### config.mk
export PLATFORM = sky130hd
export DESIGN_NAME = sbox_arbiter
export DESIGN_NICKNAME = d
export VERILOG_FILES = /design/src/rtl/bcrypt_pkg.sv /design/src/rtl/sbox_rd_capture.sv /design/src/rtl/sbox_arbiter.sv
export SDC_FILE = /design/constraint.sdc
export NUM_CORES = 1
export LEC_CHECK = 0
export ABC_AREA = 1
export BUFFER_PORTS_ARGS = -buffer_cell sky130_fd_sc_hd__buf_2
export CAP_MARGIN = 20
export CORE_AREA = 2 2 231 233
export CTS_BUF_LIST = sky130_fd_sc_hd__clkbuf_2
export DETAILED_ROUTE_END_ITERATION = 8
export DIE_AREA = 0 0 233 235
export PLACE_DENSITY_LB_ADDON = 0.2
export SYNTH_ARGS = -nofsm -noshare
export SYNTH_HDL_FRONTEND = slang
export SYNTH_SLANG_ARGS = --single-unit
### constraint.sdc
create_clock -name clk -period 3.76 [get_ports clk]
set_input_delay 0.564 -clock clk [delete_from_list [all_inputs] [get_ports clk]]
set_output_delay 0.564 -clock clk [all_outputs]
set_load 0.05 [all_outputs]
### src/rtl/bcrypt_pkg.sv
// Shared S-box geometry and arbiter state encoding for the bcrypt core.
package bcrypt_pkg;

  typedef enum logic [1:0] {
    IDLE   = 2'd0,
    PRE    = 2'd1,
    ACCESS = 2'd2
  } arb_state_t;

  localparam int STARVE_LIMIT = 4;
  localparam int SBOX_BANKS   = 4;
  localparam int SBOX_ROW_W   = 7;
  localparam int SBOX_WORD_W  = 32;

  // Each rd_addr byte selects a row with bits [7:1]; bit 0 picks the half.
  function automatic logic [SBOX_ROW_W-1:0] row_of(input logic [7:0] addr_byte);
    return addr_byte[7:1];
  endfunction

endpackage

### src/rtl/sbox_rd_capture.sv
// One bank's read-out register: selects the 32-bit half of the row and holds it
// until the next read access completes.
module sbox_rd_capture
  import bcrypt_pkg::*;
#(
  parameter int DATA_W = SBOX_WORD_W
) (
  input  logic                  clk,
  input  logic                  rst_l,
  input  logic                  load,
  input  logic                  sel_hi,
  input  logic [2*DATA_W-1:0]   rdata,
  output logic [DATA_W-1:0]     s
);

  logic [DATA_W-1:0] half_p0;

  assign half_p0 = sel_hi ? rdata[2*DATA_W-1:DATA_W] : rdata[DATA_W-1:0];

  // p0 -> p1: register the selected half at the end of the read access
  always_ff @(posedge clk or negedge rst_l) begin
    if (!rst_l) begin
      s <= '0;
    end else if (load) begin
      s <= half_p0;
    end
  end

endmodule

### src/rtl/sbox_arbiter.sv
// Arbitrates S-box bank access between F-function reads and key-schedule writes:
// precharge/access sequencing, read priority, bounded write starvation.
module sbox_arbiter
  import bcrypt_pkg::*;
(
  input  logic                   clk,
  input  logic                   rst_l,
  input  logic                   rd_req,
  input  logic [31:0]            rd_addr,
  output logic                   rd_ack,
  output logic                   rd_valid,
  output logic [SBOX_WORD_W-1:0] s0,
  output logic [SBOX_WORD_W-1:0] s1,
  output logic [SBOX_WORD_W-1:0] s2,
  output logic [SBOX_WORD_W-1:0] s3,
  input  logic                   wr_req,
  input  logic [1:0]             wr_bank,
  input  logic [SBOX_ROW_W-1:0]  wr_addr,
  input  logic [63:0]            wr_data,
  output logic                   wr_ack,
  output logic                   precharge,
  output logic [SBOX_BANKS-1:0]  wl_en,
  output logic [SBOX_ROW_W-1:0]  wl_0,
  output logic [SBOX_ROW_W-1:0]  wl_1,
  output logic [SBOX_ROW_W-1:0]  wl_2,
  output logic [SBOX_ROW_W-1:0]  wl_3,
  output logic [SBOX_BANKS-1:0]  we,
  output logic [63:0]            bl_wdata,
  input  logic [63:0]            bank_rdata_0,
  input  logic [63:0]            bank_rdata_1,
  input  logic [63:0]            bank_rdata_2,
  input  logic [63:0]            bank_rdata_3,
  output logic                   busy
);

  localparam logic [2:0] STARVE_MAX = 3'(STARVE_LIMIT);

  arb_state_t            state, state_nxt;
  logic [2:0]            starve_cnt, starve_nxt;
  logic                  arm_q, grant_ok, gnt_rd, gnt_wr;
  logic                  op_rd_q, op_wr_q;
  logic [31:0]           rd_addr_p0;
  logic [1:0]            wr_bank_p0;
  logic [SBOX_ROW_W-1:0] wr_addr_p0;
  logic [63:0]           wr_data_p0;
  logic                  vld_p1, cap_load;
  logic [SBOX_ROW_W-1:0] wl_a    [SBOX_BANKS];
  logic [63:0]           rdata_a [SBOX_BANKS];
  logic [SBOX_WORD_W-1:0] s_a    [SBOX_BANKS];

  // Grants happen only on edges that enter PRE; arm_q holds off the first edge after reset.
  always_comb begin
    state_nxt  = state;
    starve_nxt = starve_cnt;
    grant_ok   = 1'b0;
    gnt_rd     = 1'b0;
    gnt_wr     = 1'b0;
    case (state)
      IDLE:    grant_ok = arm_q;
      PRE:     state_nxt = ACCESS;
      ACCESS: begin
        grant_ok  = 1'b1;
        state_nxt = IDLE;
      end
      default: state_nxt = IDLE;
    endcase
    if (grant_ok && (rd_req || wr_req)) begin
      state_nxt = PRE;
      if (wr_req && (!rd_req || starve_cnt >= STARVE_MAX)) gnt_wr = 1'b1;
      else                                                gnt_rd = 1'b1;
    end
    if (gnt_wr) begin
      starve_nxt = '0;
    end else if (gnt_rd && wr_req && starve_cnt < STARVE_MAX) begin
      starve_nxt = starve_cnt + 3'd1;
    end
  end

  // control registers: state, starvation, granted operation, read-valid pulse
  always_ff @(posedge clk or negedge rst_l) begin
    if (!rst_l) begin
      state      <= IDLE;
      starve_cnt <= '0;
      arm_q      <= 1'b0;
      op_rd_q    <= 1'b0;
      op_wr_q    <= 1'b0;
      vld_p1     <= 1'b0;
    end else begin
      state      <= state_nxt;
      starve_cnt <= starve_nxt;
      arm_q      <= 1'b1;
      vld_p1     <= cap_load;
      if (gnt_rd || gnt_wr) begin
        op_rd_q <= gnt_rd;
        op_wr_q <= gnt_wr;
      end
    end
  end

  // p0: address/data captured at the grant edge
  always_ff @(posedge clk) begin
    if (gnt_rd) rd_addr_p0 <= rd_addr;
    if (gnt_wr) begin
      wr_bank_p0 <= wr_bank;
      wr_addr_p0 <= wr_addr;
      wr_data_p0 <= wr_data;
    end
  end

  always_comb begin
    wl_en    = '0;
    we       = '0;
    bl_wdata = '0;
    for (int n = 0; n < SBOX_BANKS; n++) wl_a[n] = '0;
    if (state == ACCESS) begin
      if (op_rd_q) begin
        wl_en = '1;
        for (int n = 0; n < SBOX_BANKS; n++) wl_a[n] = row_of(rd_addr_p0[8*n +: 8]);
      end else if (op_wr_q) begin
        wl_en[wr_bank_p0] = 1'b1;
        we[wr_bank_p0]    = 1'b1;
        wl_a[wr_bank_p0]  = wr_addr_p0;
        bl_wdata          = wr_data_p0;
      end
    end
  end

  assign cap_load  = (state == ACCESS) && op_rd_q;
  assign precharge = (state == PRE);
  assign rd_ack    = (state == PRE) && op_rd_q;
  assign wr_ack    = (state == PRE) && op_wr_q;
  assign busy      = (state != IDLE);
  assign rd_valid  = vld_p1;

  assign wl_0 = wl_a[0];
  assign wl_1 = wl_a[1];
  assign wl_2 = wl_a[2];
  assign wl_3 = wl_a[3];

  assign rdata_a[0] = bank_rdata_0;
  assign rdata_a[1] = bank_rdata_1;
  assign rdata_a[2] = bank_rdata_2;
  assign rdata_a[3] = bank_rdata_3;

  for (genvar n = 0; n < SBOX_BANKS; n++) begin : g_cap
    sbox_rd_capture u_cap (
      .clk    (clk),
      .rst_l  (rst_l),
      .load   (cap_load),
      .sel_hi (rd_addr_p0[8*n]),
      .rdata  (rdata_a[n]),
      .s      (s_a[n])
    );
  end

  assign s0 = s_a[0];
  assign s1 = s_a[1];
  assign s2 = s_a[2];
  assign s3 = s_a[3];

endmodule

==> impl_metrics.yaml, run 1 <==
global_route:
  grt_start_max_net_pins: 118
  grt_pass1_wl_um: 67000
  antenna_found_initial: 5
  grt_util_all_layers_pct: 15.9
  globalRoute.totalOverflow: 0
  grt_pass1_vias: 12400
timing:
  maxSlewHeadroom_pct: 34.4
  slew_viol_final: 0
  period_minus_slack_ps: 3400
  finalCritPeriodShare_pct: 90.5
  fin_setup_tns_ps: 0
  holdWs_ps: 130
  grt_setup_unrepaired: "false"
  finalSetupViolCount: 0
  worst-slew-pin-transition_ps: 984
  finClkSkew_ps: 85.8
  final-hold-violation-count: 0
  fmax_mhz: 294
clock_network:
  cts_root_buf: "clkbuf_2"
  clock_path_buffers: 3
  cts_tree: "built"
  h-tree-depth: 3
  clkSinkCount: 242
  clk_latency_ps: 1000
  cts_made_buffers: 77
  path_clk_slew_ps: 90
drt:
  drc: 0
  vias: 11800
  firstDrtPassIters: 6
  drtAntennaViolNets: 0
  wirelength_um: 44700
  wl_per_cell_um: 15.1
  drtIter0Drc: 429
  via_per_inst: 4.00
critical_path:
  cp.depth: 5
  crit_start: "op_rd_q"
  r2r_setup_slack_ps: 1280
  worst_setup_path_start_kind: "register"
  crit_buf_inv: 3
  critical_path_class: "reg -> out"
  cp_max_fo: 38
  slowest_stage: "dfrtp_1"
  worstPathArrival_ps: 2840
  endpoint: "bl_wdata[55]"
  r2r_end: "wr_data_p0[19]"
  critical_path.top_delay_family: "buffers and inverters"
  reg2reg_depth: 6
  crit_required_ps: 3200
  slowest_delay_ps: 470
  r2r_start: "state[0]"
  critPathCaptureType: "primary output"
  path_cells: "inv_2, nand2_2, buf_12, nor2_1, buf_2"
synthesis:
  ys_seq_elements: 242
  synth_edf_count: 105
  netlist.area_leader.share_pct: 30.5
  async_flop_share_pct: 56.6
  synth_area_per_cell_um2: 9.24
  ys_types: 23
  synth-main-ff-cell: "dfrtp_1"
  synth_nets: 1582
  yosysSeqAreaShare_pct: 58.5
  yosysTopAreaCell: "dfrtp_1"
  ys_warn_count: 0
  synth_area_leaders: "dfrtp_1 30%, edfxtp_1 28%, nand2_1 13%, o21ai_2 8.6%, o21ai_0 5.9%"
  synthCells: 1216
  synth_area_um2: 11200
hold_path:
  min_path_type: "in -> async"
power:
  p_leak_nw: 9.75
  p_per_area_nw_per_um2: 634
  ir_worst_vdd_v: 0.000365
floorplanning:
  io_pins: 598
  num_rows: 84
  die_w_um: 233
  die_h_um: 235
  dieArea_um2: 54800
  core_region_area_um2: 52200
  initial_core_util_pct: 21.5
cells_and_area:
  final_common_cell: "buf_2"
  final_cell_area_um2: 19300
  layout_common_cells: "596 x buf_2, 380 x nand2_1, 365 x dlygate4sd3_1"
  final_util_pct: 37.0
  drive_above_1_share_pct: 38.3
  nNetsFinal: 2572
  area_growth_pct: 71.8
placed_design:
  portBuffers: 597
  place_area_um2: 14800
  dp_hpwl_um: 32300
  place_congestion: 0.851
status:
  status: "finished, final reports clean"
flow_run:
  max_cap_viol_count: 0
==> final cells by class <==
type | instances | area [um^2]
fill | 5381 | 32900
timing repair buffer | 982 | 6890
sequential | 242 | 6580
multi-input combinational | 755 | 3670
tap | 688 | 861
clock buffer | 119 | 596
inverter | 148 | 563
clock inverter | 18 | 141
antenna | 5 | 12.5
==> cells by family after synthesis <==
family,share of synthesized area (%)
xor+xnor,0.0779
fa+ha+maj,0.111
buf+inv,9.06
other cells,0.0334
flops,58.5
simple gates,15.9
compound gates,16.3
==> state kept, by name (all words and copies together) (netlist names) <==
name	flops
g_cap.u_cap.s	128
wr_data_p0	64
rd_addr_p0	32
wr_addr_p0	7
starve_cnt	3
state	2
wr_bank_p0	2
arm_q	1
op_rd_q	1
op_wr_q	1
rd_valid	1
==> routing by layer <==
layer / global-route usage (%) / share of wire, % / up-vias / wire length [um]
li1: - / - / 5909 / -
met1: 16.5 / 38 / 5410 / 17100
met2: 28.5 / 51 / 431 / 22700
met3: 6.09 / 8.3 / 86 / 3730
met4: 6.33 / 2.8 / 4 / 1260
met5: 0 / 0.042 / - / 19
==> report_power, final <==
group / total (mW) / internal (mW) / switching, mW
Combinational: 6.00 / 1.62 / 4.38
Clock: 2.26 / 0.981 / 1.27
Sequential: 3.99 / 3.57 / 0.421
Total: 12.2 / 6.17 / 6.07
==> through the flow <==
stage               std cells  power (mW)  setup WS, ps
detailed placement       2444        9.64           922
global placement         2443        9.60           951
global route             2957        13.0          54.7
finish                   2957        12.2           356
CTS                      2949        12.5          39.1
floorplan                1216        8.06           870
==> how the worst min path moves through the flow <==
stage,to,depth (start not counted),startpoint,slack [ps]
finish,g_cap[0].u_cap.s[16],2,rst_l,130
detailed placement,g_cap[2].u_cap.s[8],2,g_cap[2].u_cap.s[8],460
floorplan,arm_q,0,rst_l,270
global placement,g_cap[1].u_cap.s[8],2,g_cap[1].u_cap.s[8],460
CTS,g_cap[1].u_cap.s[2],2,rst_l,1
global route,g_cap[0].u_cap.s[30],2,rst_l,20
==> synthesized netlist by cell type, types with 4 or more instances <==
library cell  count
o21ai_0         132
inv_1           144
clkbuf_1         34
buf_6            23
o21ai_1          39
inv_2             4
nand2_1         381
buf_2            10
dfrtp_1         137
o21ai_2         110
edfxtp_1        105
nor2_1           78
==> timing repair <==
action | in CTS | in global routing
gates cloned | 1 | 0
setup buffers | 2 | 3
hold endpoints to repair | 306 | 0
resized for setup | 3 | 2
endpoints found under the setup margin | 30 | 56
pin swaps | 1 | 1
hold buffers | 365 | 0
Power figures use the tool's default switching activity.
==> run 2: changes to the inputs <==
--- a/config.mk
+++ b/config.mk
@@ -5,7 +5,7 @@
 export SDC_FILE = /design/constraint.sdc
 export NUM_CORES = 1
 export LEC_CHECK = 0
-export ABC_AREA = 1
+export ABC_AREA = 0
 export BUFFER_PORTS_ARGS = -buffer_cell sky130_fd_sc_hd__buf_2
 export CAP_MARGIN = 20
 export CORE_AREA = 2 2 231 233
==> run 2 against run 1 <==
Maximum frequency fell by 3.6%. Utilization fell by 1.8 points. Global-route usage fell by 1.8 points. Worst setup slack got worse by 130 ps. Cell count fell by 14%. Sequential power barely moved.
==> impl_metrics.yaml, run 2 <==
placed_design:
  post-place-ws_ps: 946
  dp_hpwl_um: 28200
  place_congestion: 0.799
  portBuffers: 597
  place_area_um2: 14000
timing:
  worst-slew-pin-transition_ps: 957
  fin_setup_tns_ps: 0
  fin_ws_ps: 230
  final-hold-violation-count: 0
  maxSlewHeadroom_pct: 36.2
  fmax_mhz: 283
  finalCritPeriodShare_pct: 93.9
  grt_setup_unrepaired: "false"
  finalSetupViolCount: 0
  finClkSkew_ps: 61.0
  slew_viol_final: 0
  period_minus_slack_ps: 3530
synthesis:
  synth_top_family_by_area: "multiplexers"
  async_flop_share_pct: 56.6
  synth_compound_area_share_pct: 9.95
  synthAdderAreaFrac_pct: 0.120
  synth-main-ff-cell: "dfrtp_1"
  netlist_top_cells_count: "137 x dfrtp_1, 128 x mux2i_1, 120 x nand2_1"
  ys_warn_count: 0
  synth_nets: 1185
  synthSimpleGateAreaFrac_pct: 10.4
  yosysTopAreaCell: "dfrtp_1"
  synth_xor_area_share_pct: 0
  netlist.area_leader.share_pct: 33.0
  synth_area_leaders: "dfrtp_1 33%, edfxtp_1 30%, mux2i_1 12%, nand2_1 4.3%, o21ai_0 4.2%"
  ys_types: 38
  synth_area_per_cell_um2: 12.7
  synth_mux_area_share_pct: 12.4
  ys_seq_elements: 242
  synthCells: 819
  synth_area_um2: 10400
  synth_most_common_cell: "dfrtp_1"
  synth_edf_count: 105
  yosysSeqAreaShare_pct: 63.3
global_route:
  antenna_found_initial: 6
  grt_util_all_layers_pct: 14.1
  globalRoute.totalOverflow: 0
  grt_pass1_vias: 10900
  grt_pass1_wl_um: 59000
  grt_start_max_net_pins: 139
critical_path:
  crit_required_ps: 3200
  critical_path_class: "reg -> out"
  reg2reg_depth: 4
  crit_start: "op_rd_q"
  r2r_start: "rd_addr_p0[24]"
  r2r_setup_slack_ps: 1300
  critPathCaptureType: "primary output"
  worst_setup_path_start_kind: "register"
  worstPathArrival_ps: 2970
  cp_max_fo: 9
  r2r_end: "g_cap[3].u_cap.s[6]"
power:
  combPwrFrac_pct: 47.2
  clockPowerShare_pct: 18.2
  swShare_pct: 48.7
  seqPwrFrac_pct: 34.6
  p_sw_mw: 5.61
  p_int_mw: 5.92
  ir_worst_vdd_v: 0.000351
  p_leak_nw: 9.10
  p_per_area_nw_per_um2: 628
cells_and_area:
  nNetsFinal: 2175
  area_growth_pct: 76.8
  final_cell_area_um2: 18400
  largest_reg_flops: 128
  top_register: "g_cap.u_cap.s"
  nFillCells: 5326
  drive_above_1_share_pct: 41.0
  final_common_cell: "buf_2"
  reg.largest.list: "g_cap.u_cap.s x128, wr_data_p0 x64, rd_addr_p0 x32"
  layout_common_cells: "596 x buf_2, 365 x dlygate4sd3_1, 137 x dfrtp_1"
drt:
  wl_per_cell_um: 15.4
  drc: 0
  firstDrtPassIters: 4
  via_per_inst: 3.94
  vias: 10100
  wirelength_um: 39200
  drtAntennaViolNets: 0
  drtIter0Drc: 252
clock_network:
  cts_tree: "built"
  cts_root_buf: "clkbuf_2"
  h-tree-depth: 3
  clock_path_buffers: 3
  clk_latency_ps: 930
  path_clk_slew_ps: 90
  clkSinkCount: 242
  cts_made_buffers: 72
floorplanning:
  initial_core_util_pct: 19.9
  num_rows: 84
  io_pins: 598
  dieArea_um2: 54800
  core_region_area_um2: 52200
  die_w_um: 233
  die_h_um: 235
status:
  status: "finished, final reports clean"
flow_run:
  max_cap_viol_count: 0
hold_path:
  min_path_type: "in -> async"
run 2: what timing repair did:
action	CTS	global route
hold buffers	365	0
endpoints found under the setup margin	83	0
resized for setup	4	0
buffers inserted	1	0
endpoints found under the hold margin	337	0
run 2: cell type report:
class	count	area, um^2	area share, %
flip-flops and latches	242	6580	35.8
repair buffers	974	6780	36.9
multi-input cells	515	3440	18.7
clock inverters	21	165	0.899
inverters	4	17.5	0.0954
clock buffers	103	515	2.81
well taps	688	861	4.69
diodes	3	7.51	0.0409
run 2: worst max-delay path by stage:
stage / end / cells after the start / slack (ps)
6_report: wl_2[3] / 4 / 230
5_1_grt: wl_2[3] / 4 / 7
4_1_cts: wl_2[3] / 4 / 50
3_5_place_dp: wl_1[5] / 4 / 950
3_3_place_gp: wl_1[5] / 4 / 1010
2_1_floorplan: wr_addr_p0[0] / 3 / 560
run 2: logic make-up after synthesis:
| kind of cell | count (synthesis) |
|---|---|
| adders and majority gates | 1 |
| other | 1 |
| DFF | 242 |
| and+or+nand+nor | 218 |
| buffers and inverters | 62 |
| AOI/OAI and AO/OA | 166 |
| muxes | 129 |
run 2: layer usage:
metal	routed length [um]	GRT usage, %
met3	3420	4.67
met5	21	0
met4	1360	7.01
met1	14900	15.0
met2	19500	24.6
run 2: critical path, stage by stage, from the launching register on:
cell,delay (ps)
dfrtp_1,540
nor4bb_4,500
and3_1,500
a22o_1,220
buf_2,260
run 2: power groups by stage:
stage,Clock [mW],Sequential [mW],Combinational (mW)
finish,2.10,3.99,5.44
global route,2.38,4.10,5.79
CTS,2.25,4.00,5.50
detailed placement,0,4.03,5.15
global placement,0,4.02,5.14
floorplan,0,6.42,1.27
run 2: per-stage QoR:
stage / hold WS, ps / utilization, % / power, mW / cells
floorplan: 268 / - / 7.69 / 819
global placement: 458 / 26.8 / 9.16 / 2057
detailed placement: 463 / 26.8 / 9.18 / 2057
CTS: 2.24 / 35.1 / 11.8 / 2547
global route: 87.5 / 35.2 / 12.3 / 2550
finish: 202 / 35.2 / 11.5 / 2550
==> run 3: changes to the inputs <==
--- a/config.mk
+++ b/config.mk
@@ -12,7 +12,7 @@
 export CTS_BUF_LIST = sky130_fd_sc_hd__clkbuf_2
 export DETAILED_ROUTE_END_ITERATION = 8
 export DIE_AREA = 0 0 233 235
-export PLACE_DENSITY_LB_ADDON = 0.2
+export PLACE_DENSITY = 0.39
 export SYNTH_ARGS = -nofsm -noshare
 export SYNTH_HDL_FRONTEND = slang
 export SYNTH_SLANG_ARGS = --single-unit
==> run 3 against run 2 <==
Flip-flop and latch count is the same. Utilization is essentially flat. First-iteration DRC count grew 0.40%. Global-route usage grew 0.36 points. Sequential share of layout area is essentially flat. Critical endpoint is now wl_3[4]. Clock power shrank 5%. Cell area is essentially flat. Combinational power is essentially flat. Worst setup slack gained 100 ps.
==> impl_metrics.yaml, run 3 (synthesis gave the netlist of run 2 again) <==
status:
  status: "finished, final reports clean"
placed_design:
  dp_hpwl_um: 29600
  portBuffers: 597
  place_congestion: 0.822
  post-place-ws_ps: 1010
critical_path:
  worst_setup_path_start_kind: "register"
  cp_max_fo: 32
  slowest_stage: "dfrtp_1"
  worstPathArrival_ps: 2860
  critical_path_class: "reg -> out"
  critPathCaptureType: "primary output"
  path_cells: "nand3b_4, inv_6, a22o_1, buf_2"
  slowest_delay_ps: 610
  crit_required_ps: 3200
timing:
  finClkSkew_ps: 86.5
  fmax_mhz: 292
  period_minus_slack_ps: 3430
  maxSlewHeadroom_pct: 35.9
  worst-slew-pin-transition_ps: 962
  grt_setup_unrepaired: "false"
  fin_setup_tns_ps: 0
  finalCritPeriodShare_pct: 91.1
  slew_viol_final: 0
  finalSetupViolCount: 0
  fin_ws_ps: 335
  final-hold-violation-count: 0
power:
  ir_worst_vdd_v: 0.000329
  p_per_area_nw_per_um2: 624
  p_total_mw: 11.4
  p_leak_nw: 9.10
floorplanning:
  die_h_um: 235
  io_pins: 598
  num_rows: 84
  initial_core_util_pct: 19.9
  dieArea_um2: 54800
  core_region_area_um2: 52200
  die_w_um: 233
clock_network:
  cts_made_buffers: 72
  cts_tree: "built"
  clkSinkCount: 242
  h-tree-depth: 3
  cts_root_buf: "clkbuf_2"
  path_clk_slew_ps: 100
  clock_path_buffers: 3
  clk_latency_ps: 940
cells_and_area:
  nNetsFinal: 2176
  final_util_pct: 35.1
  reg.largest.list: "g_cap.u_cap.s x128, wr_data_p0 x64, rd_addr_p0 x32"
  layout_common_cells: "596 x buf_2, 365 x dlygate4sd3_1, 137 x dfrtp_1"
  area_growth_pct: 76.6
  top_register: "g_cap.u_cap.s"
  drive_above_1_share_pct: 41.5
  final_common_cell: "buf_2"
  largest_reg_flops: 128
flow_run:
  max_cap_viol_count: 0
global_route:
  grt_pass1_wl_um: 60700
  grt_util_all_layers_pct: 14.4
  antenna_found_initial: 5
  globalRoute.totalOverflow: 0
  grt_start_max_net_pins: 133
  grt_pass1_vias: 11000
drt:
  wirelength_um: 40400
  drtIter0Drc: 253
  drc: 0
  drtAntennaViolNets: 0
  vias: 10100
  firstDrtPassIters: 4
  via_per_inst: 3.95
  wl_per_cell_um: 15.8
hold_path:
  min_path_type: "in -> async"
## run 3: cell types whose count changed in the layout (fill, tap and decap cells not counted), sizes merged
cell / previous run / this run
buf: 609 / 610
clkbuf: 103 / 112
inv: 5 / 7
bufinv: 3 / 0
clkinv: 16 / 11
clkinvlp: 1 / 2
## run 3: layout make-up
class / instances / area (um^2)
Tap cell: 688 / 861
Sequential cell: 242 / 6580
Fill cell: 5353 / 33900
Multi-Input combinational cell: 515 / 3440
Inverter: 4 / 20.0
Timing Repair Buffer: 975 / 6790
Antenna cell: 3 / 7.51
Clock buffer: 112 / 561
Clock inverter: 16 / 88.8
## run 3: final timing paths
kind | start | endpoint | slack, ps | depth (start not counted)
worst max-delay path | op_rd_q | wl_3[4] | 330 | 4
worst min-delay path | rst_l | g_cap[0].u_cap.s[27] | 220 | 2
worst max register to register | rd_addr_p0[24] | g_cap[3].u_cap.s[29] | 1280 | 4
worst min register to register | g_cap[2].u_cap.s[14] | g_cap[2].u_cap.s[14] | 470 | 2
max in group asynchronous | rst_l | g_cap[0].u_cap.s[15] | 2580 | 3
min in group clk | rd_addr[18] | rd_addr_p0[18] | 310 | 2
## run 3: through the flow
step / cells / area [um^2] / hold slack (ps)
detailed placement: 2057 / 14000 / 463
global route: 2553 / 18300 / 123
global placement: 2057 / 14000 / 457
finish: 2555 / 18400 / 224
CTS: 2550 / 18300 / 46.8
floorplan: 819 / 10400 / 268
## run 3: power breakdown
part	switching (mW)	internal, mW	total [mW]	leakage [nW]
clock	1.19	0.800	1.99	0.504
sequential	0.432	3.56	3.99	2.63
combinational	4.03	1.43	5.46	5.96
total	5.66	5.78	11.4	9.10
## run 3: repair_timing
item | in CTS | in global routing
cloned | 0 | 0
endpoints found under the setup margin | 85 | 10
pin swaps | 0 | 2
hold buffers | 365 | 0
setup buffers | 0 | 2
resized for setup | 7 | 0
endpoints found under the hold margin | 313 | 0
## run 3: metal layers
metal	global-route usage (%)	routed length, um	part of all wire, %
met1	14.9	15000	37
met2	25.8	20200	50
met3	5.12	3800	9.4
met4	6.89	1420	3.5
met5	0	7	0.017
## run 3: worst max-delay path: cells and delay by family (launching register included)
kind	cells	cell delay, ps
buf+inv	2	650
flops	1	610
compound gates	1	260
simple gates	1	400
